--- src/rtl/mips_pkg.sv ---
// Shared types for the data-memory access block.
//   state_e : access FSM states (IDLE, REQ, DONE)
//   exc_e   : exception codes reported on exc_code
package mips_pkg;

  typedef enum logic [1:0] {
    IDLE = 2'd0,
    REQ  = 2'd1,
    DONE = 2'd2
  } state_e;

  typedef enum logic [1:0] {
    EXC_NONE     = 2'b00,
    EXC_MISALIGN = 2'b01,
    EXC_BUSERR   = 2'b10,
    EXC_TIMEOUT  = 2'b11
  } exc_e;

endpackage

--- src/rtl/access_timer.sv ---
// Cycle counter used to bound how long a bus request may wait for bus_ack.
// Ports:
//   clk, rst_n : clock, asynchronous active-low reset
//   clr        : synchronous clear to zero (has priority over en)
//   en         : increment by one
//   tc         : terminal count, high while the count equals TIMEOUT-1
module access_timer #(
  parameter int TIMEOUT = 16
) (
  input  logic clk,
  input  logic rst_n,
  input  logic clr,
  input  logic en,
  output logic tc
);

  localparam int CW = (TIMEOUT > 2) ? $clog2(TIMEOUT) : 1;

  logic [CW-1:0] count_q;
  logic [CW-1:0] count_d;

  always_comb begin
    count_d = count_q;
    if (clr) begin
      count_d = '0;
    end else if (en && !tc) begin
      // Saturate at terminal count so the flag stays stable.
      count_d = count_q + CW'(1);
    end
  end

  always_ff @(posedge clk or negedge rst_n) begin
    if (!rst_n) begin
      count_q <= '0;
    end else begin
      count_q <= count_d;
    end
  end

  assign tc = (count_q == CW'(TIMEOUT - 1));

endmodule

--- src/rtl/data_mem_access.sv ---
// Turns the decoder's MemRead/MemWrite strobes into one req/ack transaction
// on the data-memory bus, stalls the pipeline while it is in flight, returns
// load data and reports misaligned / bus-error / timeout exceptions.
// Ports:
//   clk, rst_n           : clock, asynchronous active-low reset
//   mem_read, mem_write  : load/store strobes (store wins if both are high)
//   addr, wdata          : byte address and store data from EX
//   stall                : combinational pipeline hold
//   rdata_out            : last successful load data
//   rdata_valid          : one-cycle pulse when rdata_out was updated
//   exc_valid, exc_code  : one-cycle exception pulse, code held until next exception
//   bus_req/we/addr/wdata: request side of the memory bus, stable while bus_req
//   bus_ack/err/rdata    : response side of the memory bus
module data_mem_access
  import mips_pkg::*;
#(
  parameter int DATA_W  = 32,
  parameter int ADDR_W  = 32,
  parameter int TIMEOUT = 16
) (
  input  logic              clk,
  input  logic              rst_n,
  input  logic              mem_read,
  input  logic              mem_write,
  input  logic [ADDR_W-1:0] addr,
  input  logic [DATA_W-1:0] wdata,
  output logic              stall,
  output logic [DATA_W-1:0] rdata_out,
  output logic              rdata_valid,
  output logic              exc_valid,
  output logic [1:0]        exc_code,
  output logic              bus_req,
  output logic              bus_we,
  output logic [ADDR_W-1:0] bus_addr,
  output logic [DATA_W-1:0] bus_wdata,
  input  logic              bus_ack,
  input  logic              bus_err,
  input  logic [DATA_W-1:0] bus_rdata
);

  // Byte-offset bits within one data word; any of them set means misaligned.
  localparam logic [ADDR_W-1:0] OFF_MASK = ADDR_W'(DATA_W / 8 - 1);

  state_e            state_q, state_d;
  logic              bus_req_q, bus_req_d;
  logic              bus_we_q, bus_we_d;
  logic [ADDR_W-1:0] bus_addr_q, bus_addr_d;
  logic [DATA_W-1:0] bus_wdata_q, bus_wdata_d;
  logic [DATA_W-1:0] rdata_out_q, rdata_out_d;
  logic              rdata_valid_q, rdata_valid_d;
  logic              exc_valid_q, exc_valid_d;
  logic [1:0]        exc_code_q, exc_code_d;

  logic timer_clr;
  logic timer_en;
  logic timer_tc;
  logic access;
  logic misaligned;

  access_timer #(
    .TIMEOUT(TIMEOUT)
  ) u_timer (
    .clk  (clk),
    .rst_n(rst_n),
    .clr  (timer_clr),
    .en   (timer_en),
    .tc   (timer_tc)
  );

  assign access     = mem_read | mem_write;
  assign misaligned = |(addr & OFF_MASK);

  always_comb begin
    state_d       = state_q;
    bus_req_d     = bus_req_q;
    bus_we_d      = bus_we_q;
    bus_addr_d    = bus_addr_q;
    bus_wdata_d   = bus_wdata_q;
    rdata_out_d   = rdata_out_q;
    rdata_valid_d = 1'b0;
    exc_valid_d   = 1'b0;
    exc_code_d    = exc_code_q;
    timer_clr     = 1'b0;
    timer_en      = 1'b0;

    case (state_q)
      IDLE: begin
        if (access) begin
          if (misaligned) begin
            // No bus cycle at all; report directly.
            state_d     = DONE;
            exc_valid_d = 1'b1;
            exc_code_d  = EXC_MISALIGN;
          end else begin
            state_d     = REQ;
            bus_req_d   = 1'b1;
            // A store strobe overrides a simultaneous read strobe.
            bus_we_d    = mem_write;
            bus_addr_d  = addr & ~OFF_MASK;
            bus_wdata_d = wdata;
            timer_clr   = 1'b1;
          end
        end
      end

      REQ: begin
        if (bus_ack) begin
          state_d   = DONE;
          bus_req_d = 1'b0;
          if (bus_err) begin
            exc_valid_d = 1'b1;
            exc_code_d  = EXC_BUSERR;
          end else if (!bus_we_q) begin
            rdata_out_d   = bus_rdata;
            rdata_valid_d = 1'b1;
          end
        end else if (timer_tc) begin
          state_d     = DONE;
          bus_req_d   = 1'b0;
          exc_valid_d = 1'b1;
          exc_code_d  = EXC_TIMEOUT;
        end else begin
          timer_en = 1'b1;
        end
      end

      DONE: begin
        // Same instruction is still presented here; its strobes are ignored.
        state_d = IDLE;
      end

      default: begin
        state_d   = IDLE;
        bus_req_d = 1'b0;
      end
    endcase
  end

  always_ff @(posedge clk or negedge rst_n) begin
    if (!rst_n) begin
      state_q       <= IDLE;
      bus_req_q     <= 1'b0;
      bus_we_q      <= 1'b0;
      bus_addr_q    <= '0;
      bus_wdata_q   <= '0;
      rdata_out_q   <= '0;
      rdata_valid_q <= 1'b0;
      exc_valid_q   <= 1'b0;
      exc_code_q    <= EXC_NONE;
    end else begin
      state_q       <= state_d;
      bus_req_q     <= bus_req_d;
      bus_we_q      <= bus_we_d;
      bus_addr_q    <= bus_addr_d;
      bus_wdata_q   <= bus_wdata_d;
      rdata_out_q   <= rdata_out_d;
      rdata_valid_q <= rdata_valid_d;
      exc_valid_q   <= exc_valid_d;
      exc_code_q    <= exc_code_d;
    end
  end

  assign stall       = ((state_q == IDLE) && access) || (state_q == REQ);
  assign bus_req     = bus_req_q;
  assign bus_we      = bus_we_q;
  assign bus_addr    = bus_addr_q;
  assign bus_wdata   = bus_wdata_q;
  assign rdata_out   = rdata_out_q;
  assign rdata_valid = rdata_valid_q;
  assign exc_valid   = exc_valid_q;
  assign exc_code    = exc_code_q;

endmodule
--- config.mk ---
export PLATFORM = sky130hd
export DESIGN_NAME = data_mem_access
export DESIGN_NICKNAME = d
export VERILOG_FILES = /design/src/rtl/mips_pkg.sv /design/src/rtl/access_timer.sv /design/src/rtl/data_mem_access.sv
export SDC_FILE = /design/constraint.sdc
export NUM_CORES = 1
export LEC_CHECK = 0
export BUFFER_PORTS_ARGS = -buffer_cell sky130_fd_sc_hd__buf_2
export CAP_MARGIN = 20
export CORE_ASPECT_RATIO = 0.9
export CORE_MARGIN = 2
export CORE_UTILIZATION = 35
export DETAILED_ROUTE_END_ITERATION = 10
export GPL_TIMING_DRIVEN = 0
export SLEW_MARGIN = 20
export SYNTH_ARGS = -nofsm -noshare
export SYNTH_HDL_FRONTEND = slang
export SYNTH_HIERARCHICAL = 1
export SYNTH_SLANG_ARGS = --single-unit
--- constraint.sdc ---
create_clock -name clk -period 6.6 [get_ports clk]
set_clock_uncertainty 0.15 [all_clocks]
set_input_delay 0.99 -clock clk [delete_from_list [all_inputs] [get_ports clk]]
set_output_delay 0.99 -clock clk [all_outputs]
set_load 0.05 [all_outputs]
# Word level (Yosys, flattened, before mapping)
# Index checks and enable logic that the tools add are counted.
[word_totals] output_inout_bits=103 in_bits=102 wordCells=71 register_bits=106
[classes] addsub=1 eq_ne=8 bitwise=5 mux=34 n_reduce_logical=13
[op_table] cell="1-bit 2-to-1 mux" count=19
[op_table] cell="2-bit 2-to-1 mux" count=9
[op_table] cell="4-bit 2-to-1 mux" count=2
[op_table] cell="2-bit case mux with 2 select lines" count=2
[op_table] cell="4-bit AND reduction" count=2
[op_table] cell="2-bit inequality test (second input constant)" count=3
[op_table] cell="5-bit AND reduction" count=1
[op_table] cell="4-bit by 1-bit adder with 4-bit output (second input constant)" count=1
[op_table] cell="4-bit equality test (second input constant)" count=1
[op_table] cell="1-bit inverter" count=4
[op_table] cell="2-bit nonzero test" count=2
[op_table] cell="3-bit by 2-bit inequality test with 1-bit output (second input constant)" count=1
[op_table] cell="3-bit inequality test (second input constant)" count=1
[op_table] cell="1-bit case mux with 3 select lines" count=1
[op_table] cell="3-bit AND reduction" count=1
[op_table] cell="2-bit by 1-bit equality test with 1-bit output (second input constant)" count=1
[op_table] cell="2-bit equality test (second input constant)" count=1
[op_table] cell="1-bit logical AND" count=2
[op_table] cell="2-bit logical NOT" count=1
[op_table] cell="1-bit case mux with 2 select lines" count=1
[op_table] cell="2-bit AND reduction" count=1
[op_table] cell="2-bit OR reduction" count=1
[op_table] cell="1-bit logical NOT" count=1
[op_table] cell="1-bit logical OR" count=1
[op_table] cell="1-bit OR" count=1

# Logic depth before layout (Yosys ltp)
# Gate-level depths: netlist (run 1).
[logic_depth] word_depth=7 mapped_depth=7 depth_no_buf=7

# Hierarchy
# The synthesis (run 1) kept the hierarchy.
[modules_own_cells] module="data_mem_access" cells_per_inst=235 instances=1 seq_area_each_um2=2552.4 area_each_um2=4162.7
[modules_own_cells] module="access_timer" cells_per_inst=20 instances=1 seq_area_each_um2=100.1 area_each_um2=229.0

# Worst setup path after synthesis (run 1)
# OpenSTA, ideal clock, no wires.
[synth_timing] kind="input port to output port" start="input mem_write" end="output stall" path_stages=2 path_slack_ps=3768 path_buffers=0 arrival_ps=1692 cell_sequence="nor3_1 > nor2_1"
[synth_via] elab_chain_cells=3
[synth_lines] item="start, declared" line_no="data_mem_access.sv:24" text="input logic mem_write,"
[synth_lines] item="1-bit OR" line_no="data_mem_access.sv:70" text="assign access = mem_read | mem_write;"
[synth_lines] item="1-bit logical AND" line_no="data_mem_access.sv:163" text="assign stall = ((state_q == IDLE) && access) || (state_q == REQ);"
[synth_lines] item="1-bit logical OR" line_no="data_mem_access.sv:163"
[synth_lines] item="end, declared" line_no="data_mem_access.sv:27" text="output logic stall,"
# Every way passes these cells.

# Worst setup path in the final report (run 1)
# Ends and elaborated chain as after synthesis.

==> results of run 1 <==
## layout make-up
type                            count  area, µm²  share of cell area [%]
Clock inverter                      4      72.57                   1.214
Sequential cell                   106       2653                   44.36
Tap cell                          160      200.2                   3.348
Buffer                             12      153.9                   2.574
Timing Repair Buffer              203       1045                   17.47
Inverter                            4      15.01                  0.2511
Clock buffer                       12      266.5                   4.457
Multi-Input combinational cell    134       1574                   26.32
## Yosys cell counts, types with 2 or more instances
library cell	n
buf_12	6
mux2i_1	2
buf_2	3
mux2_4	59
dfrtp_1	106
inv_1	4
o21ai_0	5
buf_4	2
nor2_1	4
nor3_1	2
mux2_2	37
a21oi_1	2
nand2b_1	2
## power groups by stage
stage	Clock, mW	Combinational [mW]	Sequential [mW]
after CTS	0.612	1.92	1.11
after floorplan	0	0.452	2.14
after global placement	0	1.90	1.10
final	0.587	1.90	1.10
after global routing	0.640	1.98	1.14
after detailed placement	0	1.91	1.11
## cells by family after synthesis
group	count (synthesis)
buffers and inverters	16
AOI/OAI and AO/OA	10
and+or+nand+nor	23
other	1
muxes	98
adders and majority gates	1
DFF	106
## sequential cells by signal, summed over array words and instances (netlist names)
register and cells:
bus_wdata 32, rdata_out 32, bus_addr 30, u_timer/count_q 4, exc_code 2, state_q 2
bus_req 1, bus_we 1, exc_valid 1, rdata_valid 1
## routing by layer
layer / routed length, µm / vias to the layer above / track usage (%)
met2: 4561 / 109 / 23.66
met4: 124 / 0 / 5.172
met1: 3941 / 1403 / 17.00
met5: 0 / - / 0
li1: - / 1324 / -
met3: 669 / 9 / 4.372
## worst paths after layout
kind                            cells after the start  slack (ps)            endpoint               start
worst max-delay path                                4        3890               stall           mem_write
worst min-delay path                                2         350         exc_code[1]         exc_code[1]
worst max register to register                      6        4170  u_timer/count_q[0]  u_timer/count_q[0]
worst min register to register                      2         350         exc_code[1]         exc_code[1]
max in group asynchronous                           2        5220       rdata_out[16]               rst_n
min in group asynchronous                           1         440         bus_addr[2]               rst_n
## critical path, delay by kind of cell
kind                   cells  cell delay, ps
and+or+nand+nor            2             250
buffers and inverters      2             340
## metrics by stage
stage          hold WS [ps]  util (%)  total power [mW]  cells
3_5_place_dp          335.5     46.34             3.027    619
5_1_grt               364.4     49.13             3.762    635
4_1_cts               353.9     49.13             3.638    635
3_3_place_gp          311.7     46.06             3.002    618
6_report              346.5     49.13             3.592    635
2_1_floorplan         384.2         -             2.587    256
==> impl_metrics.tcl, run 1 <==
set metrics [dict create \
    p_sw_share_pct 47.42 \
    syn_inst 255 \
    grt_overflow 0 \
    drv_cap 0 \
    p_comb_share_pct 52.9 \
    timing.final.ws_setup_ps 3887 \
    ys_ff_latch 106 \
    grt_pass1_wl_um 14430 \
    start_util_pct 36.08 \
    drive_gt1_share_pct 70.32 \
    layout.nets 573 \
    cts.sinks 106 \
    leakage_nw 3.129 \
    tns_ps 0 \
    die_w_um 122.1 \
    vdd_drop_max_uv 341.4 \
    syn-cell-area_mm2 0.004392 \
    grt_max_degree 55 \
    cts_buffers 9 \
    maxSlewHeadroom_pct 64.32 \
    powerDensity_mw_per_mm2 600.8 \
    critPathMaxStageDelay_ps 220 \
    fillerInstances 1107 \
    synth_area_per_cell_um2 17.22 \
    synth_adder_area_share_pct 0.2849 \
    placed_cell_area_mm2 0.005640 \
    cp.arrival_ps 1570 \
    finalWirelength_um 9297 \
    worstPathCellList "buf_2 -> nor3_1 -> nor2_1 -> buf_2" \
    vias 2845 \
    drcViolationCount 0 \
    fp-row-count 38 \
    yosysSeqAreaShare_pct 60.40 \
    post-place-ws_ps 3838 \
    vias_per_cell 4.480 \
    final_cell_area_mm2 0.005979 \
    intPower_mw 1.889 \
    grt_usage_pct 14.03 \
    worstPathMaxFanout 3 \
    grt_pass1_vias 2958 \
    port_buffers 202 \
    yosys-top-cells-area "dfrtp_1 (60%), mux2_4 (20%), mux2_2 (9.5%)" \
    synth_top_area_share_pct 60.40 \
    mostFrequentLayoutCell "buf_2" \
    wire_per_inst_um 14.64 \
    die_h_um 110.3 \
    htreeDepth 3 \
    max_slew.worst_pin.slew_ps 533.2 \
    hold_violations 0 \
    cp-start-kind "primary input" \
    clk_pin_slew_ps 70 \
    synth-simple-area-share_pct 3.932 \
    clock-root-buffer "clkbuf_16" \
    clk_path_buf_depth 2 \
    antenna_cells 0 \
    rsz0062_at_grt "no" \
    required_ps 5460 \
    drtIter0Drc 58 \
    grt_antenna_before_repair 0 \
    cpMostUsedCell "buf_2" \
    gp_congestion 0.7394 \
    coreArea_mm2 0.01217 \
    power.switching_mw 1.704 \
    holdBufCountCts 0 \
    io_pins 205 \
    worstSkewPairLatency_ps 340 \
    areaGrowthSynthToFinish_pct 36.15 \
    post-route-min-period_ps 2713 \
    synth-xor-area-share_pct 0 \
    p_clk_share_pct 16.3 \
    critPathKind "in2out" \
    status "finished, final reports clean" \
    synthFlopType "dfrtp_1" \
    synth_top_family_by_area "multiplexers" \
    dp_hpwl_um 7003 \
    yosysTopAreaCell "dfrtp_1" \
    drt.antenna.violating_nets 0 \
    synth.area.mux_share_pct 30.11 \
    cts_tree "done" \
    async_reset_ff_share_pct 100.0 \
    p_seq_share_pct 30.7 \
    finalSetupViolCount 0 \
    cts_resized 0 \
    yosysUniqueCellTypes 34 \
    synth_edf_count 0 \
    holdCritPathClass "reg2reg" \
    fmax_mhz 368.6 \
    slowest_stage "buf_2" \
    timing.final.crit_share_pct 41.10 \
    die-area_mm2 0.01346 \
    first_pass_iters 4 \
    synth_compound_area_share_pct 1.339 \
    final_cell_mix "buf_2 (204), dfrtp_1 (106), mux2_4 (59)" \
    yosysWarnings 6 \
    cts_setup_buffers 0 \
    cp-end-kind "output pin" \
    drv_slew 0 \
]
Power figures use the tool's default switching activity.
==> run 2: changes to the inputs <==
ABC_AREA = 1   (was not set)
clock period = 2.7 ns   (was 6.6 ns; I/O delays follow)
==> impl_metrics.tcl, run 2 <==
set metrics [dict create \
    status "finished, final reports clean" \
    grt_pass1_wl_um 17190 \
    fillerInstances 1187 \
    start_util_pct 36.23 \
    finalSetupViolCount 0 \
    hold_violations 0 \
    yosysUniqueCellTypes 18 \
    gp_congestion 0.7780 \
    htreeDepth 3 \
    cts.sinks 106 \
    clk_path_buf_depth 2 \
    drt.antenna.violating_nets 0 \
    ff2ff_setup_slack_ps 1040 \
    yosys-top-cells-count "nand2_1 (311), dfrtp_1 (106), inv_1 (10)" \
    synth_compound_area_share_pct 0.3581 \
    maxUsedRoutingLayer "met4" \
    leakage_nw 3.488 \
    vdd_drop_max_uv 681.5 \
    async_reset_ff_share_pct 100.0 \
    fmax_mhz 543.4 \
    powerDensity_mw_per_mm2 1497 \
    synth_area_per_cell_um2 8.771 \
    dp_hpwl_um 8067 \
    drv_slew 0 \
    wire_per_inst_um 12.43 \
    slowest_stage "dfrtp_1" \
    final_cell_area_mm2 0.005751 \
    first_pass_iters 4 \
    synth_top_family_by_area "simple AND/OR/NAND/NOR gates" \
    rsz0062_at_grt "no" \
    hold_depth 3 \
    holdPathEnd "bus_wdata[30]" \
    synth_edf_count 0 \
    wirelength_met1_um 4626 \
    port_buffers 202 \
    cts_buffers 9 \
    grt_overflow 0 \
    yosysMostFrequentCell "nand2_1" \
    layout.nets 797 \
    reg2reg_depth 11 \
    io_pins 205 \
    dr_wl_met2_um 5172 \
    timing.final.crit_share_pct 68.15 \
    post-place-cells 838 \
    grt_pass1_vias 3549 \
    dr_wl_met3_um 665 \
    grt_antenna_before_repair 0 \
    die-area_mm2 0.01287 \
    placed_cell_area_mm2 0.005436 \
    die_w_um 119.4 \
    finalPower_mw 8.609 \
    worstSkewPairLatency_ps 340 \
    post-route-util_pct 49.69 \
    clk_pin_slew_ps 70 \
    hp-start "wdata[30]" \
    cp.arrival_ps 1290 \
    worstPathCellList "inv_1 -> nand2_1 -> o21ai_0 -> buf_2" \
    coreArea_mm2 0.01157 \
    mostFrequentLayoutCell "nand2_1" \
    synth-simple-area-share_pct 30.50 \
    hold_slack_ps 105.7 \
    final_cell_mix "nand2_1 (311), buf_2 (204), dfrtp_1 (106)" \
    clock-root-buffer "clkbuf_16" \
    cpLargestDelayFamily "flip-flops" \
    timing.final.ws_setup_ps 859.8 \
    required_ps 2140 \
    r2r-start "u_timer/count_q[0]" \
    areaGrowthSynthToFinish_pct 37.15 \
    vias_per_cell 4.319 \
    drtIter0Drc 250 \
    r2r_end "u_timer/count_q[0]" \
    syn_inst 478 \
    synth.area.mux_share_pct 0 \
    cp-end-kind "output pin" \
    antenna_cells 0 \
    critPathKind "reg2out" \
    cts_tree "done" \
    holdCritPathClass "in2reg" \
    drcViolationCount 0 \
    finalWirelength_um 10630 \
    die_h_um 107.8 \
    cp-start-kind "flip-flop" \
    drive_gt1_share_pct 35.19 \
    critPathBufInv 2 \
    vias 3693 \
    tns_ps 0 \
    grt_max_degree 63 \
    synth-xor-area-share_pct 0.2089 \
    ys_ff_latch 106 \
    yosysTopAreaCell "dfrtp_1" \
    post-place-ws_ps 959.9 \
    fin_cells 855 \
    yosysWarnings 6 \
    post-route-min-period_ps 1840 \
    fp-row-count 37 \
    syn-cell-area_mm2 0.004193 \
    worstPathMaxFanout 3 \
    critPathMaxStageDelay_ps 400 \
    synth_top_area_share_pct 63.26 \
    yosys-top-cells-area "dfrtp_1 (63%), nand2_1 (28%), buf_6 (1.9%)" \
    grt_usage_pct 16.89 \
    synthFlopType "dfrtp_1" \
    drv_cap 0 \
    synth_adder_area_share_pct 0.2984 \
    yosysSeqAreaShare_pct 63.26 \
]
==> run 2: kinds of logic after synthesis <==
group | count (synthesis)
AOI/OAI and AO/OA | 3
xor gates and xnor gates | 1
adders and majority gates | 1
buffers and inverters | 35
DFF | 106
other | 1
and+or+nand+nor | 331
==> run 2: timing repair <==
action                     4_1_cts  5_1_grt
resized for setup                0        0
buffers inserted                 0        0
hold endpoints to repair        44        0
hold buffers                     1        0
setup endpoints to repair        0        0
==> run 2: tightest hold or removal path: stages <==
cell and delay, ps:
buf_2 70, nand2_1 40, nand2_1 40
==> run 2: how the worst max path moves through the flow <==
| stage | start | to | slack [ps] | depth (start not counted) |
|---|---|---|---|---|
| final | state_q[1] | stall | 860 | 4 |
| after CTS | state_q[1] | stall | 840 | 4 |
| after global routing | state_q[1] | stall | 710 | 4 |
| after detailed placement | addr[1] | u_timer/count_q[3] | 960 | 8 |
| after floorplan | mem_write | stall | 580 | 2 |
| after global placement | rst_n | bus_wdata[29] | -90 | 1 |
==> run 2: power breakdown <==
part           internal, mW  switching (mW)  total [mW]  leakage (nW)
registers              2.34           0.389        2.73          1.34
clock network         0.746           0.566        1.31         0.149
logic                 0.965            3.60        4.56          2.00
==> run 2: metal layers <==
metal	track usage, %	up-vias
met3	4.237	13
met1	21.73	1690
met4	5.210	0
li1	-	1861
met2	28.20	129
met5	0	-
==> run 2: layout make-up <==
class	instances	area [µm²]	area share [%]
plain buffers	21	168.9	2.937
clock inverters	6	65.06	1.131
well taps	156	195.2	3.394
multi-input cells	338	1323	23.00
inverters	14	52.55	0.9138
repair buffers	204	1055	18.34
clock buffers	10	239.0	4.156
flip-flops and latches	106	2653	46.13
